$ cat src/rtl/io_port_bank.sv
// io_port_bank: PORTx / DDRx / PINx register bank for I/O ports B, C and D.
// External pins pass through a SYNC_STAGES-deep synchroniser before they are readable as PINx.
module io_port_bank #(
  parameter int IO_WIDTH    = 8,
  parameter int SYNC_STAGES = 2   // legal range 2..4
) (
  input  logic                clock,
  input  logic                reset,
  input  logic                io_write,
  input  logic                io_read,
  input  logic [7:0]          io_address,
  input  logic [IO_WIDTH-1:0] io_wdata,
  output logic [IO_WIDTH-1:0] io_rdata,
  output logic                io_rvalid,
  input  logic [IO_WIDTH-1:0] pinb_in,
  input  logic [IO_WIDTH-1:0] pinc_in,
  input  logic [IO_WIDTH-1:0] pind_in,
  output logic [IO_WIDTH-1:0] portb_out,
  output logic [IO_WIDTH-1:0] portc_out,
  output logic [IO_WIDTH-1:0] portd_out,
  output logic [IO_WIDTH-1:0] ddrb_out,
  output logic [IO_WIDTH-1:0] ddrc_out,
  output logic [IO_WIDTH-1:0] ddrd_out
);
  localparam int NPORTS = 3;

  // Strobe protocol: io_write / io_read are single-cycle pulses with no backpressure. Each read
  // strobe is answered exactly one cycle later with io_rvalid high for that cycle; io_rdata
  // holds its last value at all other times. Port p occupies addresses 3p (PIN), 3p+1 (PORT), 3p+2 (DDR).

  logic [IO_WIDTH-1:0] pin_w  [NPORTS];
  logic [IO_WIDTH-1:0] port_q [NPORTS];
  logic [IO_WIDTH-1:0] port_d [NPORTS];
  logic [IO_WIDTH-1:0] ddr_q  [NPORTS];
  logic [IO_WIDTH-1:0] ddr_d  [NPORTS];
  logic [IO_WIDTH-1:0] sync_q [NPORTS][SYNC_STAGES];
  logic [IO_WIDTH-1:0] rdata_q;
  logic [IO_WIDTH-1:0] rdata_d;
  logic                rvalid_q;
  logic                rvalid_d;

  assign pin_w[0] = pinb_in;
  assign pin_w[1] = pinc_in;
  assign pin_w[2] = pind_in;

  // Writing a PIN address toggles the matching PORT register.
  always_comb begin : write_decode
    for (int p = 0; p < NPORTS; p++) begin
      port_d[p] = port_q[p];
      ddr_d[p]  = ddr_q[p];
      if (io_write) begin
        if (io_address == 8'(3 * p))          port_d[p] = port_q[p] ^ io_wdata;
        else if (io_address == 8'(3 * p + 1)) port_d[p] = io_wdata;
        else if (io_address == 8'(3 * p + 2)) ddr_d[p]  = io_wdata;
      end
    end
  end

  // Read data comes from the current (pre-write) state; unmapped addresses return zero.
  always_comb begin : read_mux
    rdata_d  = rdata_q;
    rvalid_d = io_read;
    if (io_read) begin
      rdata_d = '0;
      for (int p = 0; p < NPORTS; p++) begin
        if (io_address == 8'(3 * p))          rdata_d = sync_q[p][SYNC_STAGES-1];
        else if (io_address == 8'(3 * p + 1)) rdata_d = port_q[p];
        else if (io_address == 8'(3 * p + 2)) rdata_d = ddr_q[p];
      end
    end
  end

  always_ff @(posedge clock) begin
    if (reset) begin
      for (int p = 0; p < NPORTS; p++) begin
        port_q[p] <= '0;
        ddr_q[p]  <= '0;
        for (int s = 0; s < SYNC_STAGES; s++) sync_q[p][s] <= '0;
      end
      rdata_q  <= '0;
      rvalid_q <= 1'b0;
    end else begin
      for (int p = 0; p < NPORTS; p++) begin
        port_q[p]    <= port_d[p];
        ddr_q[p]     <= ddr_d[p];
        sync_q[p][0] <= pin_w[p];
        for (int s = 1; s < SYNC_STAGES; s++) sync_q[p][s] <= sync_q[p][s-1];
      end
      rdata_q  <= rdata_d;
      rvalid_q <= rvalid_d;
    end
  end

  assign io_rdata  = rdata_q;
  assign io_rvalid = rvalid_q;
  assign portb_out = port_q[0];
  assign portc_out = port_q[1];
  assign portd_out = port_q[2];
  assign ddrb_out  = ddr_q[0];
  assign ddrc_out  = ddr_q[1];
  assign ddrd_out  = ddr_q[2];

endmodule

$ cat config.mk
export PLATFORM = sky130hd
export DESIGN_NAME = io_port_bank
export DESIGN_NICKNAME = d
export VERILOG_FILES = /design/src/rtl/io_port_bank.sv
export SDC_FILE = /design/constraint.sdc
export NUM_CORES = 1
export LEC_CHECK = 0
export BUFFER_PORTS_ARGS = -buffer_cell sky130_fd_sc_hd__buf_2
export CAP_MARGIN = 20
export CORE_ASPECT_RATIO = 1.5
export CORE_MARGIN = 4
export CORE_UTILIZATION = 49
export DETAILED_ROUTE_END_ITERATION = 8
export GPL_TIMING_DRIVEN = 0
export PLACE_DENSITY_LB_ADDON = 0.12
export SLEW_MARGIN = 20
export SYNTH_ARGS = -nofsm -noshare
export SYNTH_HDL_FRONTEND = slang
export SYNTH_SLANG_ARGS = --single-unit
$ cat constraint.sdc
create_clock -name clock -period 1.8 [get_ports clock]
set_clock_uncertainty 0.15 [all_clocks]
set_input_delay 0.09 -clock clock [delete_from_list [all_inputs] [get_ports clock]]
set_output_delay 0.09 -clock clock [all_outputs]
set_load 0.02 [all_outputs]
== Word-level counts from Yosys, hierarchy flattened ==
Memory sizes are Yosys's and may differ from the RTL's.
Cells that the tools add are included.
Word-level totals
  register bits: 9
  bits in latches: 0
  memory bits (writable): 96
  bits in read-only memories: 0
  bits of input ports: 44
  output and inout port bits: 57
  word-level logic and storage cells: 74
  memories: 3
Cells by class
  add/subtract/negate cells: 0
  $mul: 0
  div/mod/pow operators: 0
  magnitude comparators: 0
  equality and inequality tests: 8
  shift-type cells: 0
  mux-type cells: 45
  bitwise operators: 15
  reductions and logical operators: 1
Memories
  sync_q: words 3, width 16, read ports 3, clocked after Yosys merged registers in 0, write ports 3, line 36  | logic [IO_WIDTH-1:0] sync_q [NPORTS][SYNC_STAGES];
  ddr_q: words 3, width 8, read ports 3, clocked after Yosys merged registers in 0, write ports 3, line 34  | logic [IO_WIDTH-1:0] ddr_q [NPORTS];
  port_q: words 3, width 8, read ports 3, clocked after Yosys merged registers in 0, write ports 3, line 32  | logic [IO_WIDTH-1:0] port_q [NPORTS];
Operators by type and width (count)
  $mux 8: 42
  $eq 8x3->1 const B: 4
  $xor 8x8->8: 3
  $eq 8x2->1 const B: 2
  $or 1x1->1: 12
  $eq 8x1->1 const B: 1
  $eq 8x4->1 const B: 1
  $logic_not 8->1: 1
  $mux 1: 3

== Longest topological paths before layout ==
Gate-level depths: netlist of the first run.
  depth in word-level cells: 10
  depth in mapped cells: 7
  mapped depth without buffers: 4

== Worst setup path after synthesis of the first run ==
Ideal clock, no wire load.
  kind: input port to flip-flop
  start: input io_address[5]
  end: memory ddr_q[0][7]
  data arrival time: 1.606 ns
  data required time: 1.522 ns
  slack: -0.083 ns
  stages on the path: 5
  cells stage by stage: or4_4 -> buf_6 -> nor4_4 -> mux2i_1 -> nor2_1
RTL lines
  start: declaration: line 11  | input logic [7:0] io_address,
  end: declaration: line 34

==> reports/results.ini, run 1 <==
[floorplanning]
num_rows=43
ios=101
initial_utilization=0.505
die_h_microns=128
die_w_microns=88.0
coreArea_sq_mm=0.00931
die_area_sq_mm=0.0113

[yosys]
ys_seq_elements=105
syn_area_sq_mm=0.00470
synthAdderAreaFrac=0
synth_common_cells=105 x dfxtp_1, 53 x nor2b_1, 46 x clkbuf_1
yosysSeqAreaShare=0.447
avgSynthCellArea_sq_um=8.84
yosys_most_used_dff=dfxtp_1
ys_types=52
synth_area_leader_cell=dfxtp_1
synthXorXnorAreaFrac=0
yosysTopAreaCellShare=0.447
synth.most_common_cell=dfxtp_1
synth_top_family_by_area=simple AND/OR/NAND/NOR gates
syn_nets=576
synth_edf_count=0
muxShareOfSynthArea=0.0681
synth-simple-area-share=0.244
synth_async_sr_flop_share=0
synth_compound_area_frac=0.190
synth_area_leaders=dfxtp_1 45%, nor2b_1 7.1%, mux2i_1 6.8%
netlist_instances=532
yosys_warnings=0

[layout]
drive_gt1_frac=0.215
nNetsFinal=704
seqCellArea_sq_mm=0.00210
stdcell_area_sq_mm=0.00593
multi_input_area_sq_mm=0.00240
syn_to_final_growth_pct=26.2
n_fill_cell=835
antennaDiodeCount=0

[place]
place_area_sq_mm=0.00531
port_buffers=91
place.gp.congestion=0.968
dp_hpwl_mm=11.5

[global_route]
grtUsageTotal=0.288
overflow=0
grt_max_degree=20
grt_pass1_vias=4352
grt_pass1_wl_mm=24.1
antenna_found_initial=0

[pwr]
power_mw=4.77
pwr-share-seq=0.503
p_switching_mw=1.25
ir_worst_vdd_mv=0.712
power_switching_share=0.262
pwr_density_cell_mw_per_mm2=804
p_clk_frac=0.399
leakage_nw=2.36
pwr-share-comb=0.098
intPower_mw=3.52

[critical_path]
critical_path_class=input pin to flip-flop
cp_max_fo=10
cp.required_ns=1.86
critPathCaptureType=flip-flop
start_kind=input pin
arrival_ns=1.81

[clock_network]
clk_pin_slew_ns=0.07
cts_tree=done
cts_buffers=9
cts_max_level=3
root_buffer=clkbuf_16
clkSinkCount=105
clk_latency_ns=0.35
clock_path_buffers=2

[detailed_routing]
first_pass_iters=7
routed_via_density=6.02
num_vias=4670
ant_nets=0
first_iter_violations=418
routed_wl_mm=16.0
drcViolationCount=0
wl_per_cell_microns=20.6

[sta]
slew_viol_final=0
rsz0062_at_grt=false
fmax_mhz=572
setup_viol=0
period_needed_ns=1.75
max-slew-margin-rel=0.533
hold_viol=0
worst_pin_slew_ns=0.700
timing.final.crit_share=0.971

[run_status]
outcome=complete, no violations

[run]
max_cap_viol_count=0

[worst_hold_path]
hold_path.class=input pin to flip-flop

[power by group through the flow]
| stage | clock, mW | combinational (mW) | sequential [mW] |
|---|---|---|---|
| floorplan | 0 | 0.242 | 2.45 |
| global placement | 0 | 0.397 | 2.45 |
| detailed placement | 0 | 0.405 | 2.45 |
| CTS | 1.93 | 0.450 | 2.40 |
| global route | 2.04 | 0.500 | 2.40 |
| finish | 1.90 | 0.466 | 2.40 |
[through the flow]
step	instances	util	setup TNS, ns	hold WS, ns	worst slack [ns]
5_1_grt	776	0.637	0	0.0544	0.00848
3_5_place_dp	735	0.570	-22.16	0.153	-0.628
4_1_cts	774	0.630	0	0.0212	0.0133
3_3_place_gp	735	0.570	-21.23	0.147	-0.587
6_report	776	0.637	0	0.0401	0.0531
2_1_floorplan	532	-	-0.0852	0.0682	-0.0107
[state kept, by name, indices dropped and copies added, names as in the netlist]
register   cells
sync_q        48
io_rdata       8
ddr_q         24
port_q        24
io_rvalid      1
[kinds of logic (layout without fill, tap and decap cells)]
logic type             Yosys count  count (layout)
flip-flops                     105             105
AND/OR/NAND/NOR                201             201
AO/OA/AOI/OAI                  134             134
buffers and inverters           60             192
multiplexers                    32              32
[cell type report]
cell class	instances	share of cell area
Buffer	50	0.0384
Clock buffer	9	0.0380
Timing Repair Buffer	117	0.124
Inverter	10	0.00633
Clock inverter	6	0.0105
Sequential cell	105	0.354
Tap cell	112	0.0236
Multi-Input combinational cell	367	0.405
[what timing repair did]
item	CTS	global route
gates resized for setup	12	20
endpoints found under the hold margin	24	0
setup endpoints to repair	31	50
pin swaps	0	2
buffers inserted	0	2
hold buffers	24	0
[layer usage]
metal | wire length, microns | part of all wire | global-route usage | vias up
met5 | 0 | 0 | 0 | -
met3 | 1070 | 0.067 | 0.0495 | 51
li1 | - | - | - | 2158
met4 | 757 | 0.047 | 0.154 | 0
met1 | 6200 | 0.39 | 0.349 | 2220
met2 | 7940 | 0.50 | 0.479 | 241
[worst max-delay path, cell delays in order]
cell	delay, ns
buf_2	0.10
clkbuf_2	0.17
or4b_1	0.48
clkbuf_4	0.21
or2_2	0.28
clkbuf_2	0.20
o21ai_0	0.19
a21oi_1	0.09
[cell usage in the layout, fill, tap and decap left out, drive strengths merged, types with 11 or more instances in the layout]
cell	synthesis	routed
buf	4	97
o31ai	11	11
clkbuf	46	55
nand2b	13	13
nor4	11	11
mux2i	32	32
dlygate4sd3	0	24
o21ai	39	39
inv	9	12
nor2b	53	53
dfxtp	105	105
a21oi	28	28
nand2	37	37
nor2	39	39
[path summary, 6_finish.rpt]
path	start	to	slack, ns	cells after the start
worst max-delay path	io_address[2]	port_q[0][4]$_SDFFE_PP0P_	0.05	8
worst min register to register	sync_q[0][10]$_SDFF_PP0_	sync_q[0][2]$_SDFF_PP0_	0.29	1
worst min-delay path	io_wdata[4]	port_q[0][4]$_SDFFE_PP0P_	0.04	3
worst max register to register	port_q[0][5]$_SDFFE_PP0P_	io_rdata[5]$_SDFFE_PP0P_	0.09	4
Note: power is estimated with default switching activity, not from simulation.
==> run 2, diff against run 1 <==
- GPL_TIMING_DRIVEN: 0 -> default
==> run 2 against run 1 <==
Effect of this change:
- die area unchanged
- maximum frequency up 3.6%
- final area up 3.9%
- clock power up 3%
- sequential power about the same
==> reports/results.ini, run 2 (same netlist as run 1, synthesis figures left out) <==
[run_status]
outcome=complete, no violations

[clock_network]
cts_max_level=3  ; unchanged
clkSinkCount=105  ; unchanged
post_cts_buffers=0  ; unchanged
root_buffer=clkbuf_16
cts.repair.resized=0  ; -12
hold_buffers=33  ; +38%
clk_latency_ns=0.35  ; about the same
cts_tree=done
cts_buffers=9  ; unchanged
clk_pin_slew_ns=0.07  ; about the same
clock_path_buffers=2  ; unchanged

[critical_path]
cp_max_fo=15  ; +5
start_kind=input pin
worstPathCellList=buf_2, or4_4, buf_4, nor2_1, a22oi_1, a311oi_1
cp.required_ns=1.90  ; +0.04 ns
slowest_delay_ns=0.68  ; +0.20 ns
reg2reg_to=io_rdata[5]$_SDFFE_PP0P_
crit_slowest_cell=or4_4
arrival_ns=1.78  ; -0.03 ns
r2r_cells=5  ; +1
rrSetupSlack_ns=0.24  ; +0.15 ns
critical_path_class=input pin to flip-flop
path_buf_inv=2  ; -2
critPathTopFamily=simple AND/OR/NAND/NOR gates
crit_start=io_address[5]
critPathCaptureType=flip-flop
r2r-start=port_q[0][5]$_SDFFE_PP0P_

[worst_hold_path]
holdPathEnd=io_rdata[1]$_SDFFE_PP0P_
hold_depth=3  ; unchanged
hp-start=io_read
hold_path.class=input pin to flip-flop

[layout]
antennaDiodeCount=0  ; unchanged
largest_register_ff_count=48  ; unchanged
final_common_cell=dfxtp_1
regMostFlops=sync_q
reg_top3=sync_q x48, ddr_q x24, port_q x24
drive_gt1_frac=0.258  ; +0.0428
final_cell_mix=105 x dfxtp_1, 100 x buf_2, 53 x nor2b_1, 45 x buf_4, 39 x nor2_1
syn_to_final_growth_pct=31.1
stdcell_count=790  ; +1.8%
n_fill_cell=827  ; -0.96%
nNetsFinal=717  ; +1.8%

[floorplanning]
die_h_microns=128  ; unchanged
die_w_microns=88.0  ; unchanged
ios=101  ; unchanged
die_area_sq_mm=0.0113  ; unchanged
initial_utilization=0.505  ; unchanged
coreArea_sq_mm=0.00931  ; unchanged
num_rows=43  ; unchanged

[global_route]
grt_pass1_vias=4282  ; -1.6%
grt_pass1_wl_mm=22.9  ; -4.9%
grt_max_degree=72  ; +260%
antenna_found_initial=0  ; unchanged
overflow=0  ; unchanged
grtUsageTotal=0.267  ; -0.0215

[sta]
setup_viol=0  ; unchanged
max-slew-margin-rel=0.553  ; +0.0202
timing.final.crit_share=0.937  ; -0.0338
hold_viol=0  ; unchanged
period_needed_ns=1.69  ; -0.0609 ns
slew_viol_final=0  ; unchanged
worst_pin_slew_ns=0.670  ; -0.0303 ns
fmax_mhz=593  ; +3.6%
whs_ns=0.0172  ; -0.0229 ns
rsz0062_at_grt=false

[place]
place.gp.congestion=0.922  ; -4.7%
port_buffers=100  ; +9.9%
dp_hpwl_mm=10.4  ; -9.3%
place_inst=741  ; +0.82%

[detailed_routing]
num_vias=4522  ; -3.2%
first_pass_iters=5  ; -2
ant_nets=0  ; unchanged
wl_per_cell_microns=18.5  ; -10%
drcViolationCount=0  ; unchanged
routed_via_density=5.72  ; -4.9%
first_iter_violations=376  ; -10%
routed_wl_mm=14.6  ; -8.4%

[pwr]
pwr_density_cell_mw_per_mm2=784  ; -2.5%
ir_worst_vdd_mv=0.679  ; -4.6%
leakage_nw=2.54  ; +7.4%

[run]
max_cap_viol_count=0  ; unchanged

[run 2: how the worst max path moves through the flow]
stage                                      endpoint  cells past startpoint  slack, ns
after global placement    ddr_q[0][15]$_SDFFE_PP0P_                      6      -0.14
after detailed placement   io_rdata[7]$_SDFFE_PP0P_                      6      -0.22
final                      io_rdata[7]$_SDFFE_PP0P_                      6       0.11
after global routing       io_rdata[7]$_SDFFE_PP0P_                      6        0.1
after floorplan            ddr_q[0][7]$_SDFFE_PP0P_                      5      -0.01
after CTS                  io_rdata[7]$_SDFFE_PP0P_                      6       0.17
[run 2: worst register-to-register path, stage by stage, from the launching register on]
cell      delay [ns]
dfxtp_1         0.32
or2_2           0.29
a211oi_1        0.24
buf_4           0.16
o221a_2         0.20
o21ai_0         0.08
[run 2: final cells by class]
| cell class | instances | area (sq um) | area share |
|---|---|---|---|
| Tap cell | 112 | 140 | 0.0227 |
| Clock inverter | 6 | 61.3 | 0.00995 |
| Clock buffer | 10 | 239 | 0.0388 |
| Multi-Input combinational cell | 367 | 2370 | 0.385 |
| Inverter | 10 | 37.5 | 0.00609 |
| Timing Repair Buffer | 180 | 1210 | 0.196 |
| Sequential cell | 105 | 2100 | 0.341 |
[run 2: layer usage]
| metal | global-route usage | vias to the layer above | wire length (microns) |
|---|---|---|---|
| li1 | - | 2183 | - |
| met1 | 0.334 | 2158 | 6000 |
| met2 | 0.452 | 156 | 7510 |
| met3 | 0.0482 | 25 | 740 |
| met4 | 0.0949 | 0 | 385 |
| met5 | 0 | - | 0 |
[run 2: where the power goes]
group / internal [mW] / leakage, nW / switching (mW)
Clock: 1.01 / 0.144 / 0.937
Sequential: 2.38 / 0.857 / 0.0202
Combinational: 0.217 / 1.54 / 0.269
[run 2: per-stage QoR]
stage / setup slack [ns] / TNS (ns) / power [mW] / instance area [sq um] / util
after detailed placement: -0.216 / -5.06 / 2.88 / 5530 / 0.594
after global routing: 0.0954 / 0 / 5.01 / 6160 / 0.662
after CTS: 0.170 / 0 / 4.85 / 6160 / 0.662
after global placement: -0.145 / -4.00 / 2.87 / 5530 / 0.594
after floorplan: -0.0107 / -0.0852 / 2.69 / 4710 / -
final: 0.114 / 0 / 4.83 / 6160 / 0.662
==> run 3, diff against run 2 <==
--- a/config.mk
+++ b/config.mk
@@ -13,3 +13,4 @@
 export DETAILED_ROUTE_END_ITERATION = 8
-export PLACE_DENSITY_LB_ADDON = 0.12
+export GPL_ROUTABILITY_DRIVEN = 0
+export PLACE_DENSITY = 0.73
 export SLEW_MARGIN = 20
==> constraint.sdc (replaced) <==
create_clock -name clock -period 1.8 [get_ports clock]
set_clock_uncertainty 0.15 [all_clocks]
set_input_delay 0.27 -clock clock [delete_from_list [all_inputs] [get_ports clock]]
set_output_delay 0.27 -clock clock [all_outputs]
set_load 0.02 [all_outputs]
==> run 3 against run 2 <==
Effect of this change:
- sequential power about the same
- largest cell class unchanged
- non-clock buffer count shrank 1
- first-iteration DRC count is 19% lower
- critical path depth rose by 1
==> reports/results.ini, run 3 (same netlist as run 1, synthesis figures left out) <==
[sta]
slew_viol_final=0  ; unchanged
worst_pin_slew_ns=0.473  ; -0.197 ns
fmax_mhz=567  ; -4.4%
hold_viol=0  ; unchanged
setup_viol=0  ; unchanged
timing.final.crit_share=0.980  ; +0.0436
max-slew-margin-rel=0.683  ; +0.129
whs_ns=0.125  ; +0.108 ns
period_needed_ns=1.76  ; +0.0784 ns
rsz0062_at_grt=true

[detailed_routing]
drcViolationCount=0  ; unchanged
routed_via_density=5.78  ; +0.93%
first_iter_violations=305  ; -19%
num_vias=4564  ; +0.93%
ant_nets=0  ; unchanged
first_pass_iters=5  ; unchanged
routed_wl_mm=14.4  ; -1.6%
wl_per_cell_microns=18.2  ; -1.6%

[critical_path]
r2r_cells=4  ; -1
reg2reg_to=io_rdata[5]$_SDFFE_PP0P_
critPathCaptureType=flip-flop
critical_path_class=input pin to flip-flop
r2r-start=port_q[0][5]$_SDFFE_PP0P_
cp_max_fo=9  ; -6
arrival_ns=1.88  ; +0.10 ns
start_kind=input pin
cp.required_ns=1.91  ; about the same
rrSetupSlack_ns=0.09  ; -0.15 ns

[global_route]
grt_pass1_wl_mm=22.2  ; -3.2%
grt_max_degree=101  ; +40%
grtUsageTotal=0.258  ; -0.00889
overflow=0  ; unchanged
grt_pass1_vias=4306  ; +0.56%
antenna_found_initial=0  ; unchanged

[layout]
syn_to_final_growth_pct=33.2
seqCellArea_sq_mm=0.00210  ; unchanged
stdcell_count=790  ; unchanged
reg_top3=sync_q x48, ddr_q x24, port_q x24
n_fill_cell=768  ; -7.1%
drive_gt1_frac=0.291  ; +0.0324
antennaDiodeCount=0  ; unchanged
final_common_cell=dfxtp_1
largest_register_ff_count=48  ; unchanged
regMostFlops=sync_q
stdcell_area_sq_mm=0.00626  ; +1.6%
multi_input_area_sq_mm=0.00247  ; +4.1%
nNetsFinal=717  ; unchanged
final_cell_mix=105 x dfxtp_1, 100 x buf_2, 53 x nor2b_1, 52 x buf_4, 38 x nor2_1

[pwr]
ir_worst_vdd_mv=0.485  ; -29%
leakage_nw=2.61  ; +2.9%
p_switching_mw=1.23  ; +0.16%
pwr-share-seq=0.486  ; -0.011
p_clk_frac=0.416  ; +0.013
pwr_density_cell_mw_per_mm2=788  ; +0.50%
power_switching_share=0.249  ; -0.00491
intPower_mw=3.70  ; +2.8%
pwr-share-comb=0.099  ; -0.002

[clock_network]
clk_latency_ns=0.35  ; about the same
cts_max_level=3  ; unchanged
clock_path_buffers=2  ; unchanged
clkSinkCount=105  ; unchanged
cts_buffers=9  ; unchanged
root_buffer=clkbuf_16
cts_tree=done
clk_pin_slew_ns=0.07  ; about the same

[worst_hold_path]
holdPathEnd=port_q[0][5]$_SDFFE_PP0P_
hold_path.class=input pin to flip-flop
hp-start=io_wdata[5]
hold_depth=3  ; unchanged

[run]
max_cap_viol_count=0  ; unchanged

[floorplanning]
initial_utilization=0.505  ; unchanged
die_h_microns=128  ; unchanged
die_w_microns=88.0  ; unchanged
die_area_sq_mm=0.0113  ; unchanged
ios=101  ; unchanged
num_rows=43  ; unchanged
coreArea_sq_mm=0.00931  ; unchanged

[place]
port_buffers=100  ; unchanged
place_inst=747  ; +0.81%
dp_hpwl_mm=10.0  ; -4.0%
place_area_sq_mm=0.00567  ; +2.5%

[run_status]
outcome=complete, no violations

run 3: changes by cell type in the layout (fill, tap and decap cells not counted), sizes merged:
cell,change
clkbuf,-1
bufinv,+1
inv,+1
clkinv,-1
buf,+8
or4,+1
dlygate4sd3,-9
run 3: area by class of cell:
class / instances / area share
inverter: 10 / 0.00599
sequential: 105 / 0.336
clock buffer: 9 / 0.0360
tap: 112 / 0.0224
multi-input combinational: 368 / 0.394
clock inverter: 7 / 0.0154
timing repair buffer: 179 / 0.190
run 3: through the flow:
step / util / worst slack [ns] / total power, mW / setup TNS, ns
5_1_grt: 0.673 / 0.00411 / 5.10 / 0
3_5_place_dp: 0.609 / -0.417 / 2.88 / -11.47
3_3_place_gp: 0.609 / -0.332 / 2.87 / -9.45
2_1_floorplan: - / -0.191 / 2.70 / -5.03
4_1_cts: 0.670 / 0.0121 / 4.95 / 0
6_report: 0.673 / 0.0355 / 4.93 / 0
run 3: critical path, cell delays in order:
cell	delay [ns]
buf_2	0.13
or4_4	0.62
buf_4	0.20
nor2_1	0.12
buf_4	0.16
a22oi_1	0.13
o21ai_0	0.24
run 3: worst max-delay path by stage:
| stage | depth (start not counted) | slack, ns | endpoint | from |
|---|---|---|---|---|
| 2_1_floorplan | 5 | -0.19 | ddr_q[0][7]$_SDFFE_PP0P_ | io_address[5] |
| 3_3_place_gp | 7 | -0.33 | io_rdata[2]$_SDFFE_PP0P_ | io_address[5] |
| 3_5_place_dp | 6 | -0.42 | io_rdata[3]$_SDFFE_PP0P_ | io_address[5] |
| 4_1_cts | 7 | 0.01 | io_rdata[2]$_SDFFE_PP0P_ | io_address[5] |
| 5_1_grt | 7 | 0.004 | ddr_q[0][4]$_SDFFE_PP0P_ | io_address[6] |
| 6_report | 7 | 0.04 | io_rdata[2]$_SDFFE_PP0P_ | io_address[6] |
run 3: timing repair:
item / 4_1_cts / 5_1_grt
hold buffers: 24 / 0
pin swaps: 0 / 4
gates cloned: 0 / 1
endpoints found under the setup margin: 2 / 6
gates resized for setup: 1 / 2
endpoints found under the hold margin: 24 / 0
buffers inserted: 0 / 2
run 3: power by group through the flow:
stage                     registers [mW]  logic [mW]  clock network, mW
after CTS                           2.40       0.473               2.08
final                               2.40       0.486               2.05
after global routing                2.40       0.523               2.18
after global placement              2.45       0.421                  0
after floorplan                     2.45       0.251                  0
after detailed placement            2.45       0.429                  0
run 3: per-layer routing:
layer | vias to the layer above | global-route usage | share of wire
met5 | - | 0 | 0
met4 | 0 | 0.167 | 0.058
met1 | 2135 | 0.312 | 0.39
li1 | 2185 | - | -
met2 | 200 | 0.412 | 0.49
met3 | 44 | 0.0476 | 0.069
